File: src/rtl/ow_pkg.sv
// Shared 1-Wire master definitions: opcodes, FSM states and slot timings in microseconds.
// Overdrive timings are only compiled when OW_OVERDRIVE_EN is defined.
package ow_pkg;

  localparam logic [1:0] OW_OP_RESET = 2'd0;
  localparam logic [1:0] OW_OP_WRITE = 2'd1;
  localparam logic [1:0] OW_OP_READ  = 2'd2;
  localparam logic [1:0] OW_OP_NOP   = 2'd3;

  typedef enum logic [2:0] {
    ST_IDLE,
    ST_LOW,
    ST_RELEASE,
    ST_RECOVER,
    ST_DONE
  } ow_state_e;

  typedef struct packed {
    logic [8:0] t_low;
    logic [8:0] t_samp;
    logic [8:0] t_rec;
  } ow_timing_t;

  localparam logic [8:0] T_RST_LOW   = 9'd480;
  localparam logic [8:0] T_RST_SAMP  = 9'd70;
  localparam logic [8:0] T_RST_REC   = 9'd410;
  localparam logic [8:0] T_W1_LOW    = 9'd6;
  localparam logic [8:0] T_W1_SAMP   = 9'd64;
  localparam logic [8:0] T_W1_REC    = 9'd0;
  localparam logic [8:0] T_W0_LOW    = 9'd60;
  localparam logic [8:0] T_W0_SAMP   = 9'd10;
  localparam logic [8:0] T_W0_REC    = 9'd0;
  localparam logic [8:0] T_RD_LOW    = 9'd6;
  localparam logic [8:0] T_RD_SAMP   = 9'd9;
  localparam logic [8:0] T_RD_REC    = 9'd55;

  function automatic ow_timing_t ow_std_timing(input logic [1:0] op, input logic wbit);
    ow_timing_t t;
    t = '0;
    case (op)
      OW_OP_RESET: begin t.t_low = T_RST_LOW; t.t_samp = T_RST_SAMP; t.t_rec = T_RST_REC; end
      OW_OP_WRITE: begin
        if (wbit) begin t.t_low = T_W1_LOW; t.t_samp = T_W1_SAMP; t.t_rec = T_W1_REC; end
        else      begin t.t_low = T_W0_LOW; t.t_samp = T_W0_SAMP; t.t_rec = T_W0_REC; end
      end
      OW_OP_READ:  begin t.t_low = T_RD_LOW; t.t_samp = T_RD_SAMP; t.t_rec = T_RD_REC; end
      default:     t = '0;
    endcase
    return t;
  endfunction

`ifdef OW_OVERDRIVE_EN
  localparam logic [8:0] TOD_RST_LOW  = 9'd70;
  localparam logic [8:0] TOD_RST_SAMP = 9'd9;
  localparam logic [8:0] TOD_RST_REC  = 9'd40;
  localparam logic [8:0] TOD_W1_LOW   = 9'd1;
  localparam logic [8:0] TOD_W1_SAMP  = 9'd9;
  localparam logic [8:0] TOD_W1_REC   = 9'd0;
  localparam logic [8:0] TOD_W0_LOW   = 9'd8;
  localparam logic [8:0] TOD_W0_SAMP  = 9'd2;
  localparam logic [8:0] TOD_W0_REC   = 9'd0;
  localparam logic [8:0] TOD_RD_LOW   = 9'd1;
  localparam logic [8:0] TOD_RD_SAMP  = 9'd2;
  localparam logic [8:0] TOD_RD_REC   = 9'd7;

  function automatic ow_timing_t ow_od_timing(input logic [1:0] op, input logic wbit);
    ow_timing_t t;
    t = '0;
    case (op)
      OW_OP_RESET: begin t.t_low = TOD_RST_LOW; t.t_samp = TOD_RST_SAMP; t.t_rec = TOD_RST_REC; end
      OW_OP_WRITE: begin
        if (wbit) begin t.t_low = TOD_W1_LOW; t.t_samp = TOD_W1_SAMP; t.t_rec = TOD_W1_REC; end
        else      begin t.t_low = TOD_W0_LOW; t.t_samp = TOD_W0_SAMP; t.t_rec = TOD_W0_REC; end
      end
      OW_OP_READ:  begin t.t_low = TOD_RD_LOW; t.t_samp = TOD_RD_SAMP; t.t_rec = TOD_RD_REC; end
      default:     t = '0;
    endcase
    return t;
  endfunction
`endif

endpackage

File: src/rtl/ow_us_tick.sv
// Microsecond prescaler: one-cycle tick every CLKS_PER_US cycles, realigned by a synchronous
// restart so that a tick lands exactly CLKS_PER_US cycles after each restart.
module ow_us_tick #(
  parameter int CLKS_PER_US = 66
) (
  input  logic clk,
  input  logic rst_n,
  input  logic restart,
  output logic tick
);

  localparam int W = (CLKS_PER_US > 1) ? $clog2(CLKS_PER_US) : 1;
  localparam logic [W-1:0] LAST = W'(CLKS_PER_US - 1);

  logic [W-1:0] cnt_q, cnt_d;

  assign tick = (cnt_q == LAST);

  always_comb begin
    cnt_d = cnt_q + 1'b1;
    if (restart || tick) cnt_d = '0;
  end

  always_ff @(posedge clk or negedge rst_n) begin
    if (!rst_n) cnt_q <= '0;
    else        cnt_q <= cnt_d;
  end

endmodule

File: src/rtl/onewire_master.sv
// Bit-level 1-Wire master generating reset/presence, write and read slots on an open-drain pad.
// Define OW_OVERDRIVE_EN to add the cmd_od port and overdrive slot timings.
module onewire_master
  import ow_pkg::*;
#(
  parameter int CLKS_PER_US = 66
) (
  input  logic       clk,
  input  logic       rst_n,
  input  logic       cmd_valid,
  output logic       cmd_ready,
  input  logic [1:0] cmd_op,
  input  logic       cmd_bit,
`ifdef OW_OVERDRIVE_EN
  input  logic       cmd_od,
`endif
  output logic       rsp_valid,
  output logic       rsp_bit,
  output logic       busy,
  output logic       ow_oe,
  input  logic       ow_in
);

  ow_state_e  state_q, state_d;
  logic [8:0] us_cnt_q, us_cnt_d;
  logic [1:0] op_q;
  logic       bit_q;
  logic [1:0] sync_q;
  logic       sample_q;
  logic       accept;
  logic       restart;
  logic       tick;
  logic       low_end, samp_end, rec_end;
  ow_timing_t tim;

`ifdef OW_OVERDRIVE_EN
  logic od_q;

  always_ff @(posedge clk or negedge rst_n) begin
    if (!rst_n)      od_q <= 1'b0;
    else if (accept) od_q <= cmd_od;
  end

  assign tim = od_q ? ow_od_timing(op_q, bit_q) : ow_std_timing(op_q, bit_q);
`else
  assign tim = ow_std_timing(op_q, bit_q);
`endif

  ow_us_tick #(.CLKS_PER_US(CLKS_PER_US)) u_tick (
    .clk     (clk),
    .rst_n   (rst_n),
    .restart (restart),
    .tick    (tick)
  );

  assign low_end  = tick && (us_cnt_q == tim.t_low  - 9'd1);
  assign samp_end = tick && (us_cnt_q == tim.t_samp - 9'd1);
  assign rec_end  = tick && (us_cnt_q == tim.t_rec  - 9'd1);

  always_comb begin
    state_d  = state_q;
    accept   = 1'b0;
    case (state_q)
      ST_IDLE: begin
        if (cmd_valid) begin
          accept  = 1'b1;
          state_d = (cmd_op == OW_OP_NOP) ? ST_DONE : ST_LOW;
        end
      end
      ST_LOW:     if (low_end)  state_d = ST_RELEASE;
      ST_RELEASE: if (samp_end) state_d = (tim.t_rec == 9'd0) ? ST_DONE : ST_RECOVER;
      ST_RECOVER: if (rec_end)  state_d = ST_DONE;
      ST_DONE:    state_d = ST_IDLE;
      default:    state_d = ST_IDLE;
    endcase

    restart  = (state_d != state_q);
    us_cnt_d = us_cnt_q + {8'd0, tick};
    if (restart || state_q == ST_IDLE) us_cnt_d = 9'd0;
  end

  always_ff @(posedge clk or negedge rst_n) begin
    if (!rst_n) begin
      state_q  <= ST_IDLE;
      us_cnt_q <= 9'd0;
    end else begin
      state_q  <= state_d;
      us_cnt_q <= us_cnt_d;
    end
  end

  always_ff @(posedge clk or negedge rst_n) begin
    if (!rst_n) begin
      op_q  <= OW_OP_NOP;
      bit_q <= 1'b0;
    end else if (accept) begin
      op_q  <= cmd_op;
      bit_q <= cmd_bit;
    end
  end

  // The line idles high, so the synchroniser and the captured sample reset to 1.
  always_ff @(posedge clk or negedge rst_n) begin
    if (!rst_n) begin
      sync_q   <= 2'b11;
      sample_q <= 1'b1;
    end else begin
      sync_q <= {sync_q[0], ow_in};
      if (state_q == ST_RELEASE && samp_end) sample_q <= sync_q[1];
    end
  end

  always_comb begin
    rsp_bit = 1'b0;
    if (state_q == ST_DONE) begin
      case (op_q)
        OW_OP_RESET: rsp_bit = ~sample_q;
        OW_OP_WRITE: rsp_bit = bit_q;
        OW_OP_READ:  rsp_bit = sample_q;
        default:     rsp_bit = 1'b0;
      endcase
    end
  end

  // Decoded straight from the state register so an asynchronous reset releases the line at once.
  assign ow_oe     = (state_q == ST_LOW);
  assign rsp_valid = (state_q == ST_DONE);
  assign cmd_ready = (state_q == ST_IDLE);
  assign busy      = (state_q != ST_IDLE);

endmodule

File: config.mk
export PLATFORM = sky130hd
export DESIGN_NAME = onewire_master
export DESIGN_NICKNAME = d
export VERILOG_FILES = /design/src/rtl/ow_pkg.sv /design/src/rtl/ow_us_tick.sv /design/src/rtl/onewire_master.sv
export SDC_FILE = /design/constraint.sdc
export NUM_CORES = 1
export LEC_CHECK = 0
export ABC_AREA = 1
export CAP_MARGIN = 10
export CORE_ASPECT_RATIO = 1.2
export CORE_UTILIZATION = 50
export DETAILED_ROUTE_END_ITERATION = 10
export GPL_ROUTABILITY_DRIVEN = 0
export GPL_TIMING_DRIVEN = 0
export MAX_ROUTING_LAYER = met4
export PLACE_DENSITY_LB_ADDON = 0.25
export SYNTH_ARGS = -nofsm -noshare
export SYNTH_HDL_FRONTEND = slang
export SYNTH_SLANG_ARGS = --single-unit
File: constraint.sdc
create_clock -name clk -period 2.73 [get_ports clk]
set_input_delay 0.546 -clock clk [delete_from_list [all_inputs] [get_ports clk]]
set_output_delay 0.546 -clock clk [all_outputs]
set_load 0.05 [all_outputs]
==> results.py, run 1 <==
metrics = {
    "outcome": {
        "status": "finished, violations left",
        "violations": "setup timing",
    },
    "global_routing": {
        "grt_usage": 0.250,
        "antenna_found_initial": 0,
        "overflow": 0,
        "first_global_vias": 1752,
        "grt_pass1_wl_um": 7600,
        "grt_max_degree": 26,
    },
    "setup_path": {
        "timing.rr.end": "us_cnt_q[6]$_DFF_PN0_",
        "critPathMaxStageDelay_ps": 580,
        "critPathBufInv": 1,
        "crit_arrival_ps": 2970,
        "critical_path.top_delay_family": "simple AND/OR/NAND/NOR gates",
        "startpoint_type": "flop",
        "regToRegSetupSlack_ps": -30,
        "critical_path.max_fanout": 5,
        "cp_cell_sequence": "inv_4 > ha_4 > nand3_2 > nand2_2 > nor2_4 > ha_4 > nand2_2 > nand2_1 > nor2_1 > nand3_1 > nor2_2 > nand3_2 > nor2_4 > nand3_2 > nand3_2 > nand2_2 > nor2_4 > nand2_4 > nor2_1",
        "end_kind": "flop",
        "critPathSlowestCell": "dfstp_2",
        "required_ps": 2940,
        "critPathKind": "reg2reg",
        "timing.rr.start": "op_q[1]$_DFFE_PN1P_",
        "r2r_cells": 19,
        "worst_path_most_repeated_cell": "nand3_2",
    },
    "timing": {
        "setup_slack_ps": -28.3,
        "finalHoldViolations": 0,
        "finalWorstPathRequiredPeriod_ps": 2760,
        "max_freq_mhz": 363,
        "tightestPinTransition_ps": 570,
        "rsz0062_at_grt": "yes",
        "finClkSkew_ps": 7.58,
        "fin_crit_sh": 1.01,
        "relSlewSlack": 0.619,
        "finalMaxSlewViolations": 0,
        "finalSetupViolations": 14,
    },
    "clocking": {
        "htree_levels": 1,
        "clkLatencyLatePin_ps": 270,
        "cts_tree": "done",
        "cts_buffers": 3,
        "cts_sinks": 25,
        "cts.clk_slew.worst_paths_ps": 100,
        "cts-root-buf": "clkbuf_8",
        "cts_buffer_depth": 2,
    },
    "floorplanning": {
        "io-pin-count": 12,
        "initial_core_util": 0.519,
        "die-area_um2": 3990,
        "rows": 24,
        "chipWidth_um": 57.8,
        "die-height_um": 69,
        "core_um2": 3600,
    },
    "hold_path": {
        "min-delay-start": "sync_q[0]$_DFF_PN1_",
        "min_path_type": "reg2reg",
        "hold_path_depth": 0,
        "min_to": "sync_q[1]$_DFF_PN1_",
    },
    "finish": {
        "fin_cells": 352,
        "n_antenna_cell": 0,
        "syn_to_final_growth_pct": 29.1,
        "drive_above_1_share": 0.243,
        "nNetsFinal": 331,
    },
    "placed_design": {
        "place_ws_ps": -430,
        "numPortBuffers": 11,
        "placed_cells": 327,
        "dp_hpwl_um": 3040,
    },
    "synthesis": {
        "synth_cell_types": 25,
        "netlist_top_cells_area": "dfrtp_1, nand2_1, nand3_1",
        "synth-simple-area-share": 0.392,
        "synth_compound_area_frac": 0.0495,
        "ys_ff_latch": 25,
        "ys_top_cells_by_count": "nand2_1, inv_1, nor2_1",
        "synthAdderAreaFrac": 0.0669,
        "synth_fp_nets": 294,
        "ys_seq_area_frac": 0.338,
        "muxShareOfSynthArea": 0,
        "ys_warn_count": 0,
        "yosysTopAreaCell": "dfrtp_1",
        "synth_top_area_frac": 0.268,
        "synth_top_family_by_area": "simple AND/OR/NAND/NOR gates",
        "synth_edf_count": 0,
        "async_flop_share": 1.00,
        "synth_xor_xnor_area_share": 0.0609,
        "syn_area_per_cell_um2": 6.75,
        "syn_area_um2": 1870,
        "yosysMostFrequentCell": "nand2_1",
        "yosys_most_used_dff": "dfrtp_1",
        "netlist_instances": 277,
    },
    "route": {
        "ant_nets": 0,
        "wl_per_cell_um": 13.6,
        "dr.pass1.iters": 4,
        "drc": 0,
        "avgViaCountPerCell": 5.29,
        "drtIter0Drc": 126,
        "finalWirelength_um": 4780,
        "dr_total_vias": 1862,
    },
    "power": {
        "peakVddDrop_mv": 0.561,
        "leakagePower_uw": 0.00114,
        "powerDensity_nw_per_um2": 1040,
    },
    "job": {
        "cap_violations": 0,
    },
}
## layer usage
layer / track usage / routed length [µm] / up-vias
met5: - / 0 / -
met3: 0.0300 / 156 / 13
met1: 0.299 / 2110 / 878
met4: 0.0979 / 131 / 0
li1: - / - / 934
met2: 0.421 / 2390 / 37
## state kept, by name, summed over array words and instances, names as in the netlist
signal,count
sync_q,2
u_tick.cnt_q,7
sample_q,1
us_cnt_q,9
op_q,2
state_q,3
bit_q,1
## power breakdown
group	internal (µW)	switching, µW	leakage [µW]
sequential	433	67.2	0.000323
clock	105	125	0.0000228
combinational	717	1050	0.000797
total	1260	1250	0.00114
## metrics by stage
| step | setup TNS, ps | hold slack (ps) | power (µW) | util | cell area (µm²) |
|---|---|---|---|---|---|
| floorplan | 0 | 250 | 1430 | - | 1880 |
| global placement | -6290 | 348 | 1660 | 0.565 | 2030 |
| detailed placement | -6430 | 350 | 1690 | 0.565 | 2030 |
| CTS | -767 | 363 | 2340 | 0.647 | 2330 |
| global route | -2690 | 371 | 2660 | 0.670 | 2410 |
| finish | -250 | 361 | 2500 | 0.670 | 2410 |
## timing repair
item / CTS / global route
resized for setup: 28 / 15
pin swaps: 16 / 8
setup buffers: 17 / 3
endpoints found under the setup margin: 19 / 16
gates cloned: 1 / 0
hold buffers: 0 / 0
## how the worst max path moves through the flow
stage	slack, ps	cells after the start	end	startpoint
floorplan	3	19	us_cnt_q[0]$_DFF_PN0_	op_q[0]$_DFFE_PN1P_
global placement	-410	19	us_cnt_q[7]$_DFF_PN0_	op_q[0]$_DFFE_PN1P_
detailed placement	-430	19	us_cnt_q[5]$_DFF_PN0_	op_q[0]$_DFFE_PN1P_
CTS	-70	19	us_cnt_q[2]$_DFF_PN0_	op_q[0]$_DFFE_PN1P_
global route	-180	19	u_tick.cnt_q[0]$_DFF_PN0_	op_q[1]$_DFFE_PN1P_
finish	-30	19	us_cnt_q[6]$_DFF_PN0_	op_q[1]$_DFFE_PN1P_
## cell usage in the layout, fill, tap and decap left out, types with 5 or more instances in the layout
cell	Yosys	final
ha_1	10	5
clkdlybuf4s50_1	0	10
o21ai_0	10	10
nand3_1	29	25
nor2_1	33	25
nor2_2	4	9
ha_4	0	5
nand2_2	6	7
dfstp_2	5	5
nor2_4	2	5
xor2_1	8	8
inv_1	37	34
inv_2	6	6
buf_4	1	18
dfrtp_1	20	20
xnor2_1	5	5
nand2_1	81	77
## final cells by class
| class | count | area, µm² |
|---|---|---|
| inverter | 43 | 171 |
| multi-input combinational | 208 | 1230 |
| clock buffer | 4 | 45.0 |
| buffer | 1 | 5.00 |
| sequential | 25 | 632 |
| fill | 286 | 1190 |
| tap | 39 | 48.8 |
| timing repair buffer | 32 | 282 |
## cell families after synthesis
| kind of cell | Yosys count |
|---|---|
| AO/OA/AOI/OAI | 17 |
| flip-flops | 25 |
| XOR/XNOR | 13 |
| AND/OR/NAND/NOR | 167 |
| adder cells (fa/ha/maj) | 10 |
| buffers and inverters | 45 |
(Power assumes the default switching activity.)
==> run 2, diff against run 1 <==
CORE_MARGIN = 1.5   (was unset)
CORE_UTILIZATION = 35   (was 50)
RECOVER_POWER = 100   (was unset)
==> results.py, run 2 (synthesis results as in run 1) <==
metrics = {
    "floorplanning": {
        "die-area_um2": 5790,
        "chipWidth_um": 69.7,
        "initial_core_util": 0.371,
        "io-pin-count": 12,
        "rows": 28,
        "die-height_um": 83.1,
        "core_um2": 5040,
    },
    "clocking": {
        "cts.clk_slew.worst_paths_ps": 80,
        "htree_levels": 1,
        "clkLatencyLatePin_ps": 260,
        "cts_buffer_depth": 2,
        "cts_tree": "done",
        "cts-root-buf": "clkbuf_8",
        "cts_hold_buf": 0,
        "cts_sinks": 25,
        "cts_buffers": 3,
    },
    "finish": {
        "nNetsFinal": 332,
        "n_antenna_cell": 0,
        "top_register": "us_cnt_q",
        "largestRegisters": "us_cnt_q x9, u_tick.cnt_q x7, state_q x3",
        "final_cell_mix": "nand2_1, inv_1, nor2_1",
        "final_common_cell": "nand2_1",
        "syn_to_final_growth_pct": 30.3,
        "drive_above_1_share": 0.248,
        "largest_reg_flops": 9,
    },
    "placed_design": {
        "numPortBuffers": 11,
        "dp_hpwl_um": 3180,
        "place_ws_ps": -483,
    },
    "power": {
        "leakagePower_uw": 0.00115,
        "power_uw": 2470,
        "peakVddDrop_mv": 0.622,
        "powerDensity_nw_per_um2": 1010,
    },
    "timing": {
        "finalMaxSlewViolations": 0,
        "setup_slack_ps": -110,
        "relSlewSlack": 0.473,
        "max_freq_mhz": 352,
        "finalHoldViolations": 0,
        "finClkSkew_ps": 1.55,
        "finalSetupViolations": 16,
        "rsz0062_at_grt": "yes",
        "fin_crit_sh": 1.04,
        "tightestPinTransition_ps": 790,
        "finalWorstPathRequiredPeriod_ps": 2840,
    },
    "route": {
        "drtIter0Drc": 97,
        "finalWirelength_um": 4570,
        "ant_nets": 0,
        "dr_total_vias": 1827,
        "wl_per_cell_um": 12.2,
        "dr.pass1.iters": 4,
        "avgViaCountPerCell": 4.89,
        "drc": 0,
    },
    "setup_path": {
        "required_ps": 2930,
        "end_kind": "flop",
        "critPathKind": "reg2reg",
        "critPathSlowestCell": "dfstp_2",
        "startpoint_type": "flop",
        "critPathMaxStageDelay_ps": 610,
        "critical_path.max_fanout": 5,
        "crit_arrival_ps": 3040,
        "worst_path_most_repeated_cell": "buf_4",
        "cp_cell_sequence": "ha_4 > nand3_2 > nand2_2 > nor2_4 > buf_4 > buf_4 > buf_4 > buf_4 > buf_4 > nand3b_1 > nand2_1 > nand2_2 > nor2_4 > buf_4 > nand3_2 > nand4_1 > nor2_4 > nand2_2 > nor2_1",
    },
    "job": {
        "cap_violations": 0,
    },
    "global_routing": {
        "overflow": 0,
        "grt_pass1_wl_um": 7450,
        "antenna_found_initial": 0,
        "grt_usage": 0.161,
        "grt_max_degree": 26,
        "first_global_vias": 1703,
    },
    "outcome": {
        "status": "finished, violations left",
        "violations": "setup timing",
    },
    "hold_path": {
        "min_path_type": "reg2reg",
    },
}
==> run 2: layout make-up <==
| class | instances | area [µm²] |
|---|---|---|
| buffer | 1 | 5.00 |
| clock buffer | 4 | 45.0 |
| fill | 517 | 2610 |
| inverter | 43 | 169 |
| multi-input combinational | 208 | 1230 |
| sequential | 25 | 632 |
| tap | 60 | 75.1 |
| timing repair buffer | 33 | 278 |
==> run 2: layer usage <==
layer / GRT usage / routed length [µm] / up-vias
met1: 0.187 / 2040 / 845
met4: 0.0594 / 101 / 0
li1: - / - / 939
met3: 0.0170 / 98 / 10
met2: 0.286 / 2330 / 33
met5: - / 0 / -
==> run 2: power by group <==
part           internal, µW  total, µW  switching [µW]
clock                   104        211             107
combinational           729       1760            1030
sequential              433        502            69.0
total                  1270       2470            1210
==> run 2: final timing paths <==
check                                    start                        end  slack [ps]  cells after the start
max in group asynchronous                rst_n          bit_q$_DFFE_PN0P_         960                      2
setup reg to reg           op_q[0]$_DFFE_PN1P_      us_cnt_q[7]$_DFF_PN0_        -110                     19
setup / recovery           op_q[0]$_DFFE_PN1P_      us_cnt_q[7]$_DFF_PN0_        -110                     19
hold / removal             sync_q[0]$_DFF_PN1_        sync_q[1]$_DFF_PN1_         360                      0
hold reg to reg            sync_q[0]$_DFF_PN1_        sync_q[1]$_DFF_PN1_         360                      0
min in group asynchronous                rst_n  u_tick.cnt_q[5]$_DFF_PN0_         690                      1
==> run 2: repair_timing <==
item                       in CTS  in global routing
cloned                          1                  0
setup endpoints to repair      21                 17
setup buffers                  19                  2
gates resized for setup        28                 16
pin swaps                      20                 16
==> run 2: through the flow <==
stage / setup TNS (ps) / instance area (µm²) / utilization / cells / hold slack [ps]
2_1_floorplan: 0 / 1880 / - / 277 / 250
3_3_place_gp: -7750 / 2060 / 0.408 / 348 / 349
3_5_place_dp: -7470 / 2060 / 0.408 / 348 / 351
4_1_cts: -2230 / 2370 / 0.470 / 372 / 364
5_1_grt: -3740 / 2440 / 0.483 / 374 / 371
6_report: -1400 / 2440 / 0.483 / 374 / 361
==> run 2: worst max-delay path: cells and delay by family (launching register included) <==
family                   cells  cell delay [ps]
adder cells (fa/ha/maj)      1              200
AND/OR/NAND/NOR             12             1220
flip-flops                   1              610
buffers and inverters        6              740
==> run 3, diff against run 2 <==
CORE_UTILIZATION = 45   (was 35)
clock period = 2.5 ns   (was 2.73 ns; I/O delays follow)
==> results.py, run 3 (synthesis results as in run 1) <==
metrics = {
    "power": {
        "pwr-share-comb": 0.714,
        "switching_power_uw": 1380,
        "sw_frac_of_total": 0.498,
        "intPower_uw": 1390,
        "p_clk_frac": 0.086,
        "peakVddDrop_mv": 0.568,
        "pwr-share-seq": 0.200,
        "powerDensity_nw_per_um2": 1120,
        "leakagePower_uw": 0.00114,
    },
    "timing": {
        "finalSetupViolations": 18,
        "setup_slack_ps": -353,
        "rsz0062_at_grt": "yes",
        "finalHoldViolations": 0,
        "max_freq_mhz": 351,
        "finClkSkew_ps": 2.64,
        "finalMaxSlewViolations": 0,
        "relSlewSlack": 0.299,
        "fin_crit_sh": 1.14,
        "finalWorstPathRequiredPeriod_ps": 2850,
        "tightestPinTransition_ps": 1050,
    },
    "finish": {
        "largestRegisters": "us_cnt_q x9, u_tick.cnt_q x7, state_q x3",
        "drive_above_1_share": 0.283,
        "n_antenna_cell": 0,
        "nNetsFinal": 333,
        "fill_cells": 385,
        "utilization": 0.621,
        "final_cell_mix": "nand2_1, inv_1, nand3_1",
        "largest_reg_flops": 9,
        "stdcell_area_um2": 2470,
        "top_register": "us_cnt_q",
        "syn_to_final_growth_pct": 31.9,
        "fin_cells": 369,
        "final_common_cell": "nand2_1",
    },
    "clocking": {
        "cts-root-buf": "clkbuf_8",
        "cts_hold_buf": 0,
        "cts_buffers": 3,
        "htree_levels": 1,
        "cts_sinks": 25,
        "clkLatencyLatePin_ps": 270,
        "cts_buffer_depth": 2,
        "cts_tree": "done",
        "cts.clk_slew.worst_paths_ps": 90,
    },
    "floorplanning": {
        "chipWidth_um": 61.9,
        "core_um2": 3970,
        "rows": 25,
        "die-height_um": 73.6,
        "io-pin-count": 12,
        "initial_core_util": 0.471,
        "die-area_um2": 4550,
    },
    "global_routing": {
        "overflow": 0,
        "grt_usage": 0.221,
        "first_global_vias": 1685,
        "antenna_found_initial": 0,
        "grt_pass1_wl_um": 7270,
        "grt_max_degree": 26,
    },
    "route": {
        "avgViaCountPerCell": 4.92,
        "finalWirelength_um": 4570,
        "wl_per_cell_um": 12.4,
        "ant_nets": 0,
        "dr_total_vias": 1817,
        "drc": 0,
        "dr.pass1.iters": 4,
        "drtIter0Drc": 59,
    },
    "setup_path": {
        "crit_arrival_ps": 3060,
        "critPathKind": "reg2reg",
        "required_ps": 2700,
        "startpoint_type": "flop",
        "end_kind": "flop",
        "critical_path.max_fanout": 5,
    },
    "placed_design": {
        "dp_hpwl_um": 3110,
        "numPortBuffers": 11,
        "postPlaceCellArea_um2": 2080,
        "placed_cells": 342,
    },
    "job": {
        "cap_violations": 0,
    },
    "outcome": {
        "status": "finished, violations left",
        "violations": "setup timing",
    },
    "hold_path": {
        "min_path_type": "reg2reg",
    },
}
-- run 3: power groups by stage --
stage          registers, µW  logic (µW)  clock network (µW)
2_1_floorplan            540        1060                   0
3_3_place_gp             557        1310                   0
3_5_place_dp             559        1340                   0
4_1_cts                  551        1740                 247
5_1_grt                  559        2160                 262
6_report                 552        1970                 238
-- run 3: cell type report --
class	instances	area, µm²	area share
buffer	1	5.00	0.00203
clock buffer	3	41.3	0.0167
clock inverter	1	5.00	0.00203
inverter	43	169	0.0685
multi-input combinational	208	1280	0.517
sequential	25	632	0.256
tap	54	67.6	0.0274
timing repair buffer	34	272	0.110
-- run 3: worst paths after layout --
check | cells after the start | slack, ps | startpoint | end
setup / recovery | 19 | -350 | op_q[0]$_DFFE_PN1P_ | us_cnt_q[4]$_DFF_PN0_
hold / removal | 0 | 360 | sync_q[0]$_DFF_PN1_ | sync_q[1]$_DFF_PN1_
setup reg to reg | 19 | -350 | op_q[0]$_DFFE_PN1P_ | us_cnt_q[4]$_DFF_PN0_
hold reg to reg | 0 | 360 | sync_q[0]$_DFF_PN1_ | sync_q[1]$_DFF_PN1_
max in group asynchronous | 2 | 690 | rst_n | bit_q$_DFFE_PN0P_
min in group asynchronous | 1 | 550 | rst_n | us_cnt_q[1]$_DFF_PN0_
-- run 3: metrics by stage --
stage	hold slack (ps)	setup TNS (ps)	total power, µW	worst slack, ps
global route	363	-8690	2980	-536
detailed placement	349	-9980	1900	-629
floorplan	204	-2190	1600	-152
global placement	348	-9540	1870	-584
finish	360	-5170	2760	-353
CTS	362	-5760	2540	-378
-- run 3: metal layers --
layer  global-route usage  routed length [µm]  vias up
met1                0.277                1970      847
li1                     -                   -      940
met3               0.0264                 140        6
met2                0.363                2410       24
met4               0.0780                  56        0
met5                    -                   0        -
-- run 3: worst max-delay path: stages, from the launching register on --
cell and delay (ps):
dfstp_2 610, inv_4 70, ha_4 170, nor2_4 130, nand2_4 70, nor2_4 110
ha_4 220, nand2_2 60, nand2_1 50, nor2_1 90, nand3_1 90, nor2_2 120
nand3_2 110, nor2_4 140, nand3_4 100, nand3_2 90, nand2_2 60, nor2_4 230
nand2_4 130, nor2_2 120
-- run 3: what timing repair did --
action                                  in CTS  in global routing
setup buffers                               15                  7
endpoints found under the setup margin      21                 22
cloned                                       1                  0
resized for setup                           27                 26
pin swaps                                   16                 11
